==> src/rtl/isa_target_pkg.sv <==
// -----------------------------------------------------------------------------
// isa_target_pkg
// Shared types and constants for the ISA I/O target responder.
//   state_t       : handshake FSM states (IDLE, WAIT, ACTIVE)
//   REG_IRQ_STAT  : offset of the interrupt status register (read clears irq)
//   REG_IRQ_TRIG  : offset of the interrupt trigger register (bit0 sets irq)
//   REG_DEPTH     : number of byte registers in the I/O window
// -----------------------------------------------------------------------------
package isa_target_pkg;

  typedef enum logic [1:0] {
    IDLE,
    WAIT,
    ACTIVE
  } state_t;

  localparam logic [3:0] REG_IRQ_STAT = 4'hE;
  localparam logic [3:0] REG_IRQ_TRIG = 4'hF;
  localparam int         REG_DEPTH    = 16;

endpackage

==> src/rtl/isa_sync.sv <==
// -----------------------------------------------------------------------------
// isa_sync
// Multi-flop synchroniser for one active-low asynchronous ISA strobe.
// The chain resets to 1 so an idle (deasserted) strobe is the reset level.
// Ports:
//   clk       : sampling clock
//   reset     : synchronous, active-high
//   async_in  : raw asynchronous strobe
//   sync_out  : strobe level after SYNC_STAGES flops
// SYNC_STAGES must be at least 2.
// -----------------------------------------------------------------------------
module isa_sync #(
  parameter int SYNC_STAGES = 2
) (
  input  logic clk,
  input  logic reset,
  input  logic async_in,
  output logic sync_out
);

  logic [SYNC_STAGES-1:0] chain;

  always_ff @(posedge clk) begin
    if (reset) begin
      chain <= '1;
    end else begin
      chain <= {chain[SYNC_STAGES-2:0], async_in};
    end
  end

  assign sync_out = chain[SYNC_STAGES-1];

endmodule

==> src/rtl/isa_io_target.sv <==
// -----------------------------------------------------------------------------
// isa_io_target
// Device-side responder for 8-bit ISA I/O cycles. Decodes a 16-byte window at
// BASE_ADDR, stretches each hit with WAIT_CYCLES IOCHRDY wait states, serves
// reads from / commits writes to a 16 x 8 register file, and exposes a
// software-triggered interrupt (write bit0=1 to 0xF, read 0xE to clear).
// Ports:
//   clk_50MHz : sole clock
//   reset     : synchronous, active-high (ISA RESET)
//   A         : ISA address
//   AEN       : high during DMA cycles, suppresses decode
//   IOR_n     : asynchronous I/O read strobe, active-low
//   IOW_n     : asynchronous I/O write strobe, active-low
//   data_in   : D[7:0] as seen by the target
//   data_out  : read data
//   data_oe   : high while the target drives D[7:0]
//   IOCHRDY   : low inserts wait states
//   irq       : interrupt request, active-high
// -----------------------------------------------------------------------------
module isa_io_target #(
  parameter logic [15:0] BASE_ADDR   = 16'h0220,
  parameter int          WAIT_CYCLES = 4,
  parameter int          SYNC_STAGES = 2
) (
  input  logic        clk_50MHz,
  input  logic        reset,
  input  logic [15:0] A,
  input  logic        AEN,
  input  logic        IOR_n,
  input  logic        IOW_n,
  input  logic [7:0]  data_in,
  output logic [7:0]  data_out,
  output logic        data_oe,
  output logic        IOCHRDY,
  output logic        irq
);

  import isa_target_pkg::*;

  localparam int CW = (WAIT_CYCLES > 0) ? $clog2(WAIT_CYCLES + 1) : 1;
  localparam logic [CW-1:0] CNT_INIT = CW'((WAIT_CYCLES > 0) ? WAIT_CYCLES - 1 : 0);
  localparam int SW = $clog2(SYNC_STAGES + 1);

  logic          rd_sync;
  logic          wr_sync;
  logic [SW-1:0] settle_cnt;
  logic          settled;
  logic          rd_hist;
  logic          wr_hist;
  logic          rd_fall;
  logic          wr_fall;
  logic          both_asserted;
  logic          hit;
  logic          strobe_released;

  state_t        state;
  logic [CW-1:0] cnt;
  logic          cyc_read;
  logic [3:0]    cyc_off;
  logic          commit_pend;
  logic [7:0]    regs [REG_DEPTH];

  isa_sync #(.SYNC_STAGES(SYNC_STAGES)) u_sync_rd (
    .clk      (clk_50MHz),
    .reset    (reset),
    .async_in (IOR_n),
    .sync_out (rd_sync)
  );

  isa_sync #(.SYNC_STAGES(SYNC_STAGES)) u_sync_wr (
    .clk      (clk_50MHz),
    .reset    (reset),
    .async_in (IOW_n),
    .sync_out (wr_sync)
  );

  // The synchroniser outputs its reset value (deasserted) until it has
  // shifted in SYNC_STAGES real samples. The edge history is frozen at
  // "asserted" until then, so a strobe held low through reset must first be
  // seen high before it can produce a falling edge.
  assign settled = (settle_cnt == SW'(SYNC_STAGES));

  always_ff @(posedge clk_50MHz) begin
    if (reset) begin
      settle_cnt <= '0;
      rd_hist    <= 1'b0;
      wr_hist    <= 1'b0;
    end else if (!settled) begin
      settle_cnt <= settle_cnt + 1'b1;
    end else begin
      rd_hist <= rd_sync;
      wr_hist <= wr_sync;
    end
  end

  assign rd_fall       = settled & rd_hist & ~rd_sync;
  assign wr_fall       = settled & wr_hist & ~wr_sync;
  assign both_asserted = ~rd_sync & ~wr_sync;

  // A and AEN are sampled combinationally on the edge-detect cycle.
  assign hit = (rd_fall | wr_fall) & ~both_asserted & ~AEN &
               (A[15:4] == BASE_ADDR[15:4]);

  assign strobe_released = cyc_read ? rd_sync : wr_sync;

  // Handshake FSM with registered outputs. The commit (register write or
  // IRQ_STAT read-clear) is performed at the end of the first ACTIVE cycle,
  // so its effect on irq is visible one clock after that cycle.
  always_ff @(posedge clk_50MHz) begin
    if (reset) begin
      state       <= IDLE;
      cnt         <= '0;
      cyc_read    <= 1'b0;
      cyc_off     <= '0;
      commit_pend <= 1'b0;
      data_out    <= '0;
      data_oe     <= 1'b0;
      IOCHRDY     <= 1'b1;
      irq         <= 1'b0;
      for (int i = 0; i < REG_DEPTH; i++) begin
        regs[i] <= '0;
      end
    end else begin
      case (state)
        IDLE: begin
          if (hit) begin
            cyc_read <= rd_fall;
            cyc_off  <= A[3:0];
            if (rd_fall) begin
              data_oe  <= 1'b1;
              data_out <= (A[3:0] == REG_IRQ_STAT) ? {7'b0, irq} : regs[A[3:0]];
            end
            if (WAIT_CYCLES == 0) begin
              state       <= ACTIVE;
              commit_pend <= 1'b1;
            end else begin
              state   <= WAIT;
              IOCHRDY <= 1'b0;
              cnt     <= CNT_INIT;
            end
          end
        end

        WAIT: begin
          // A host abort wins over an expiring counter: nothing is committed.
          if (strobe_released) begin
            state   <= IDLE;
            IOCHRDY <= 1'b1;
            data_oe <= 1'b0;
          end else if (cnt == '0) begin
            state       <= ACTIVE;
            IOCHRDY     <= 1'b1;
            commit_pend <= 1'b1;
          end else begin
            cnt <= cnt - 1'b1;
          end
        end

        ACTIVE: begin
          if (commit_pend) begin
            commit_pend <= 1'b0;
            if (cyc_read) begin
              if (cyc_off == REG_IRQ_STAT) begin
                irq <= 1'b0;
              end
            end else if (cyc_off == REG_IRQ_TRIG) begin
              regs[cyc_off] <= data_in;
              if (data_in[0]) begin
                irq <= 1'b1;
              end
            end else if (cyc_off != REG_IRQ_STAT) begin
              regs[cyc_off] <= data_in;
            end
          end
          if (strobe_released) begin
            state   <= IDLE;
            data_oe <= 1'b0;
          end
        end

        default: begin
          state <= IDLE;
        end
      endcase
    end
  end

endmodule

==> config.mk <==
export PLATFORM = sky130hd
export DESIGN_NAME = isa_io_target
export DESIGN_NICKNAME = d
export VERILOG_FILES = /design/src/rtl/isa_target_pkg.sv /design/src/rtl/isa_sync.sv /design/src/rtl/isa_io_target.sv
export SDC_FILE = /design/constraint.sdc
export NUM_CORES = 1
export LEC_CHECK = 0
export BUFFER_PORTS_ARGS = -buffer_cell sky130_fd_sc_hd__buf_2
export CAP_MARGIN = 20
export CORE_MARGIN = 8
export CORE_UTILIZATION = 60
export DETAILED_ROUTE_END_ITERATION = 10
export PLACE_DENSITY = 0.79
export SYNTH_ARGS = -nofsm -noshare
export SYNTH_HDL_FRONTEND = slang
export SYNTH_SLANG_ARGS = --single-unit
==> constraint.sdc <==
create_clock -name clk_50MHz -period 3.4 [get_ports clk_50MHz]
set_clock_uncertainty 0.15 [all_clocks]
set_input_delay 0.17 -clock clk_50MHz [delete_from_list [all_inputs] [get_ports clk_50MHz]]
set_output_delay 0.17 -clock clk_50MHz [all_outputs]
set_load 0.02 [all_outputs]
# [Word-level counts from Yosys, hierarchy flattened]
# Memories as Yosys holds them, arrays and structs flattened.
# Cells that the tools add are included.
[op_classes] muxes=44 n_addsub=2 n_eq_ne=17 shift=0 bitwise_logic=14 n_div=0 order_cmp=0 mul=0 n_reduce_logical=17
[ops] operator="two-way mux 1 bit" n=28
[ops] operator="two-way mux 8 bit" n=3
[ops] operator="equality test 12 x 6 -> 1 bit (second input constant)" n=1
[ops] operator="equality test 4 bit (second input constant)" n=3
[ops] operator="!= test 2 bit (second input constant)" n=6
[ops] operator="AND reduction 3 bit" n=4
[ops] operator="nonzero test 2 bit" n=5
[ops] operator="two-way mux 3 bit" n=3
[ops] operator="bitwise AND 1 bit" n=8
[ops] operator="two-way mux 2 bit" n=4
[ops] operator="AND reduction 4 bit" n=2
[ops] operator="OR reduction 8 bit" n=1
[ops] operator="case mux 1 bit (2 select lines)" n=3
[ops] operator="case mux 2 bit (3 select lines)" n=1
[ops] operator="case mux 3 bit (2 select lines)" n=1
[ops] operator="AND reduction 5 bit" n=1
[ops] operator="equality test 2 bit (second input constant)" n=2
[ops] operator="two-way mux 4 bit" n=1
[ops] operator="!= test 2 x 1 -> 1 bit (second input constant)" n=2
[ops] operator="!= test 4 bit (second input constant)" n=1
[ops] operator="inverter 1 bit" n=4
[ops] operator="logical NOT 3 bit" n=1
[ops] operator="!= test 3 bit (second input constant)" n=1
[ops] operator="subtractor 3 x 1 -> 3 bit (second input constant)" n=1
[ops] operator="6 further kinds" n=7
[word_totals] latch_bits=0 mem_count=1 ram_bits=128 romBits=0 output_inout_bits=11 reg_bits=30 input_bits=29 elab_cells=109
[memory_table] name="regs" depth=16 width=8 rd=1 rd_clocked_by_memory_dff=0 wr=16 line="isa_io_target.sv:61" text="logic [7:0] regs [REG_DEPTH];"

# [Depth between registers and ports, before layout]
[depth] depth_word=11 depth_mapped=9 depth_no_buf=7

# [Hierarchy]
# Synthesis repeated with hierarchy kept, for this count alone.
[unflattened] cells_unflattened=581 area_unflattened_um2=7364.6
[by_module_without_submodules] module="isa_io_target" cells_each=573 n_inst=1 seq_area_each_um2=4334.2 area_per_inst_um2=7259.5
[by_module_without_submodules] module="isa_sync" cells_each=4 n_inst=2 seq_area_each_um2=40.0 area_per_inst_um2=52.6

# [Least setup slack after synthesis]
# No wires, ideal clock.
[synth_path] kind="register to register" start="reg state[0]" end="mem regs[8][0] (enable)" synth_period_minus_slack_ns=2.418 setup_slack_ns=0.982 setup_ns=0.384 path_stages_with_launch=8 required_ns=2.866 n_path_buf=1 arrival_ns=1.884 cell_sequence="dfxtp_1 > inv_1 > ha_1 > and4bb_2 > nor2b_1 > nand2b_1 > clkbuf_1 > o21ai_0"
[synth_rtl] item="start: declaration" line="isa_io_target.sv:56" text="state_t state;"
[synth_rtl] item="start signal: assignment" line="isa_io_target.sv:111" text="state <= IDLE;"
[synth_rtl] item="start signal: assignment" line="isa_io_target.sv:134" text="state <= ACTIVE;"
[synth_rtl] item="start signal: assignment" line="isa_io_target.sv:137" text="state <= WAIT;"
[synth_rtl] item="end: declaration" line="isa_io_target.sv:61"

# [Final worst setup path]
[layout_path] start="in A[14]" end="reg state[0]"
[layout_between] elab_chain_len=4
[layout_rtl] item="start: declaration" line="isa_io_target.sv:27" text="input logic [15:0] A,"
[layout_rtl] item="equality test 12 x 6 -> 1 bit" line="isa_io_target.sv:102" text="(A[15:4] == BASE_ADDR[15:4]);"
[layout_rtl] item="bitwise AND 1 bit" line="isa_io_target.sv:101" text="assign hit = (rd_fall | wr_fall) & ~both_asserted & ~AEN &"
[layout_rtl] item="!= test 2 bit (no source line)"
[layout_rtl] item="AND reduction 3 bit (no source line)"
# No other way between the ends.
# A chain may end at the register's enable or synchronous reset.

==> results_dict.tcl <==
set metrics [dict create \
    worst-path-stages 8 \
    synth_edf_count 122 \
    dieArea_um2 15500 \
    cpLargestDelayFamily "buffers and inverters" \
    htree_num_levels 4 \
    wl_um 16100 \
    cp-start-kind "primary input" \
    cp.arrival_ns 3.02 \
    drive_gt1_share_pct 20.0 \
    wl_per_cell_um 21.4 \
    place_hpwl_um 11000 \
    crit_top_cell "dlygate4sd3_1" \
    ir_drop_uv 367 \
    numCtsBuffers 17 \
    cts.sinks 152 \
    setup_viol 0 \
    hold_depth 3 \
    swShare_pct 23.1 \
    grt_pass1_wl_um 25500 \
    outcome "finished clean" \
    seq_area_frac_synth_pct 60.6 \
    fin_crit_sh_pct 83.1 \
    layout_commonest_cell "edfxtp_1" \
    drt-initial-drc-count 556 \
    netSwitchingPower_w 0.000991 \
    internal-power_w 0.00329 \
    die_h_um 124 \
    vias_per_cell 6.14 \
    ys_top_cells_by_area "edfxtp_1 (52%), and2_1 (10%), dfxtp_1 (8.5%), mux4_2 (4.8%), mux2i_1 (4.4%)" \
    path_cells "dlygate4sd3_1, buf_2, nor4_1, dlygate4sd3_1, nand2_1, dlygate4sd3_1, or3_1, a211oi_1" \
    coreArea_um2 11400 \
    cts_tree "done" \
    nFillCells 805 \
    slew_headroom_pct 51.0 \
    first_pass_iters 4 \
    grt_usage_pct 21.4 \
    worst_pin_slew_ns 0.733 \
    layout_common_cells "edfxtp_1 (122), and2_1 (118), buf_2 (39), mux2i_1 (31)" \
    ys.flop_type "edfxtp_1" \
    p_leak_nw 2.99 \
    r2r_cells 7 \
    pre_cts_slack_ns 0.707 \
    drcViolationCount 0 \
    row_count 39 \
    comb_power_share_pct 7.1 \
    async_flop_share_pct 0 \
    r2r_setup_slack_ns 0.67 \
    synthToLayoutAreaGrowth_pct 14.1 \
    ys_ff_latch 152 \
    end_kind "flop" \
    cap_violations 0 \
    crit_fanout 3 \
    ant_nets 0 \
    cts.repair.resized 0 \
    timing.final.ws_setup_ns 0.573 \
    die_width_um 124 \
    synth_top_area_cell "edfxtp_1" \
    synth_top_area_share_pct 52.0 \
    synth.distinct_cells 57 \
    grt_pass1_vias 4601 \
    final_hold_viol_count 0 \
    critPathSlowestCell "dlygate4sd3_1" \
    antenna_cells 0 \
    clk_path_buf_depth 2 \
    clkPwrFrac_pct 43.7 \
    cp_data_required_time_ns 3.59 \
    start_util_pct 61.7 \
    overflow 0 \
    critPathMaxStageDelay_ns 0.63 \
    layout.nets 628 \
    p_seq_share_pct 49.2 \
    fin_util_pct 70.4 \
    port_buffers 39 \
    cts_root_buffer "clkbuf_16" \
    p_total_w 0.00428 \
    netlist_instances 546 \
    worst-path-buf-inv 4 \
    rsz0062_at_grt "false" \
    synth_area_um2 7040 \
    drv_slew 0 \
    clock_latency_ns 0.43 \
    boundaryPins 40 \
    crit_type "in2reg" \
    ys_warn_count 0 \
    holdCritPathClass "in2reg" \
    power_density_nw_per_um2 533 \
    place.gp.congestion 0.912 \
    period_minus_slack_ns 2.83 \
    vias 4602 \
    hold_slack_ns 0.0474 \
    grt_start_max_net_pins 34 \
    max_freq_mhz 354 \
    avgSynthCellArea_um2 12.9 \
    antenna_found_initial 0 \
    cts.clk_slew.worst_paths_ns 0.06 \
    tns_ns 0 \
]
[power by group through the flow]
stage | logic (W) | registers [W] | clock network [W]
final | 0.000302 | 0.00211 | 0.00187
after global routing | 0.000331 | 0.00212 | 0.00198
after CTS | 0.000304 | 0.00211 | 0.00190
after detailed placement | 0.000300 | 0.00215 | 0
after global placement | 0.000287 | 0.00214 | 0
after floorplan | 0.000196 | 0.00214 | 0
[per-layer routing]
| metal | track usage (%) | vias up | part of all wire (%) |
|---|---|---|---|
| li1 | - | 2112 | - |
| met1 | 25.4 | 2257 | 40 |
| met2 | 35.9 | 201 | 51 |
| met3 | 5.62 | 32 | 6.7 |
| met4 | 9.07 | 0 | 2.6 |
| met5 | 0 | - | 0 |
[registers in the layout, summed over array words and instances (netlist names), 2 cells and up]
| signal | cells |
|---|---|
| regs | 122 |
| u_sync_wr.chain | 2 |
| settle_cnt | 2 |
| state | 2 |
| cyc_off | 4 |
| cnt | 3 |
| u_sync_rd.chain | 2 |
| data_out | 8 |
[cell families after synthesis]
family / count (synthesis) / share of synthesized area, %
xor gates and xnor gates: 1 / 0.124
DFF: 152 / 60.6
AOI/OAI and AO/OA: 75 / 7.50
adders and majority gates: 6 / 1.07
other: 1 / 0.0533
muxes: 54 / 10.5
and+or+nand+nor: 218 / 17.8
buffers and inverters: 39 / 2.38
[Yosys cell counts, types with 3 or more instances]
master / n
edfxtp_1: 122
and2_1: 118
mux2i_1: 31
dfxtp_1: 30
nor2_1: 30
nand2_1: 21
clkbuf_1: 18
o21ai_0: 17
mux4_2: 15
a21oi_1: 11
a22oi_1: 10
inv_1: 9
nand2b_1: 9
or2_2: 9
buf_2: 8
mux2_2: 8
nor3_1: 8
ha_1: 6
o32ai_1: 6
a221oi_1: 5
o211ai_1: 5
nand3_1: 4
nand3b_1: 3
o22ai_1: 3
[stage by stage]
stage,cells,instance area (µm²)
2_1_floorplan,547,7040
3_3_place_gp,712,7390
4_1_cts,749,8040
6_report,749,8040
5_1_grt,749,8040
3_5_place_dp,712,7390
[layout make-up]
cell class	instances	area, µm²	area share, %
clock buffer	17	425	5.29
inverter	9	33.8	0.420
multi-input combinational	356	2610	32.5
timing repair buffer	57	355	4.42
sequential	152	4260	53.1
clock inverter	15	165	2.06
tap	143	179	2.23
[worst paths after layout]
check,from,end
max,A[14],state[0]$_SDFFE_PP0P_
min,A[3],cyc_off[3]$_SDFFE_PP0P_
max reg2reg,state[0]$_SDFFE_PP0P_,regs[0][3]$_SDFFCE_PN0P_
min reg2reg,u_sync_rd.chain[0]$_SDFF_PP1_,u_sync_rd.chain[1]$_SDFF_PP1_
[timing repair]
action / CTS / global route
endpoints found under the hold margin: 3 / 0
buffers inserted: 0 / 0
hold buffers: 5 / 0
[worst reg2reg max path, stage by stage, from the launching register on]
cell      delay, ns
dfxtp_1        0.31
inv_1          0.10
ha_1           0.30
and4bb_2       0.29
nor2b_1        0.18
nand2b_1       0.18
nor3_1         0.57
or2_2          0.34
Power figures use the tool's default switching activity.
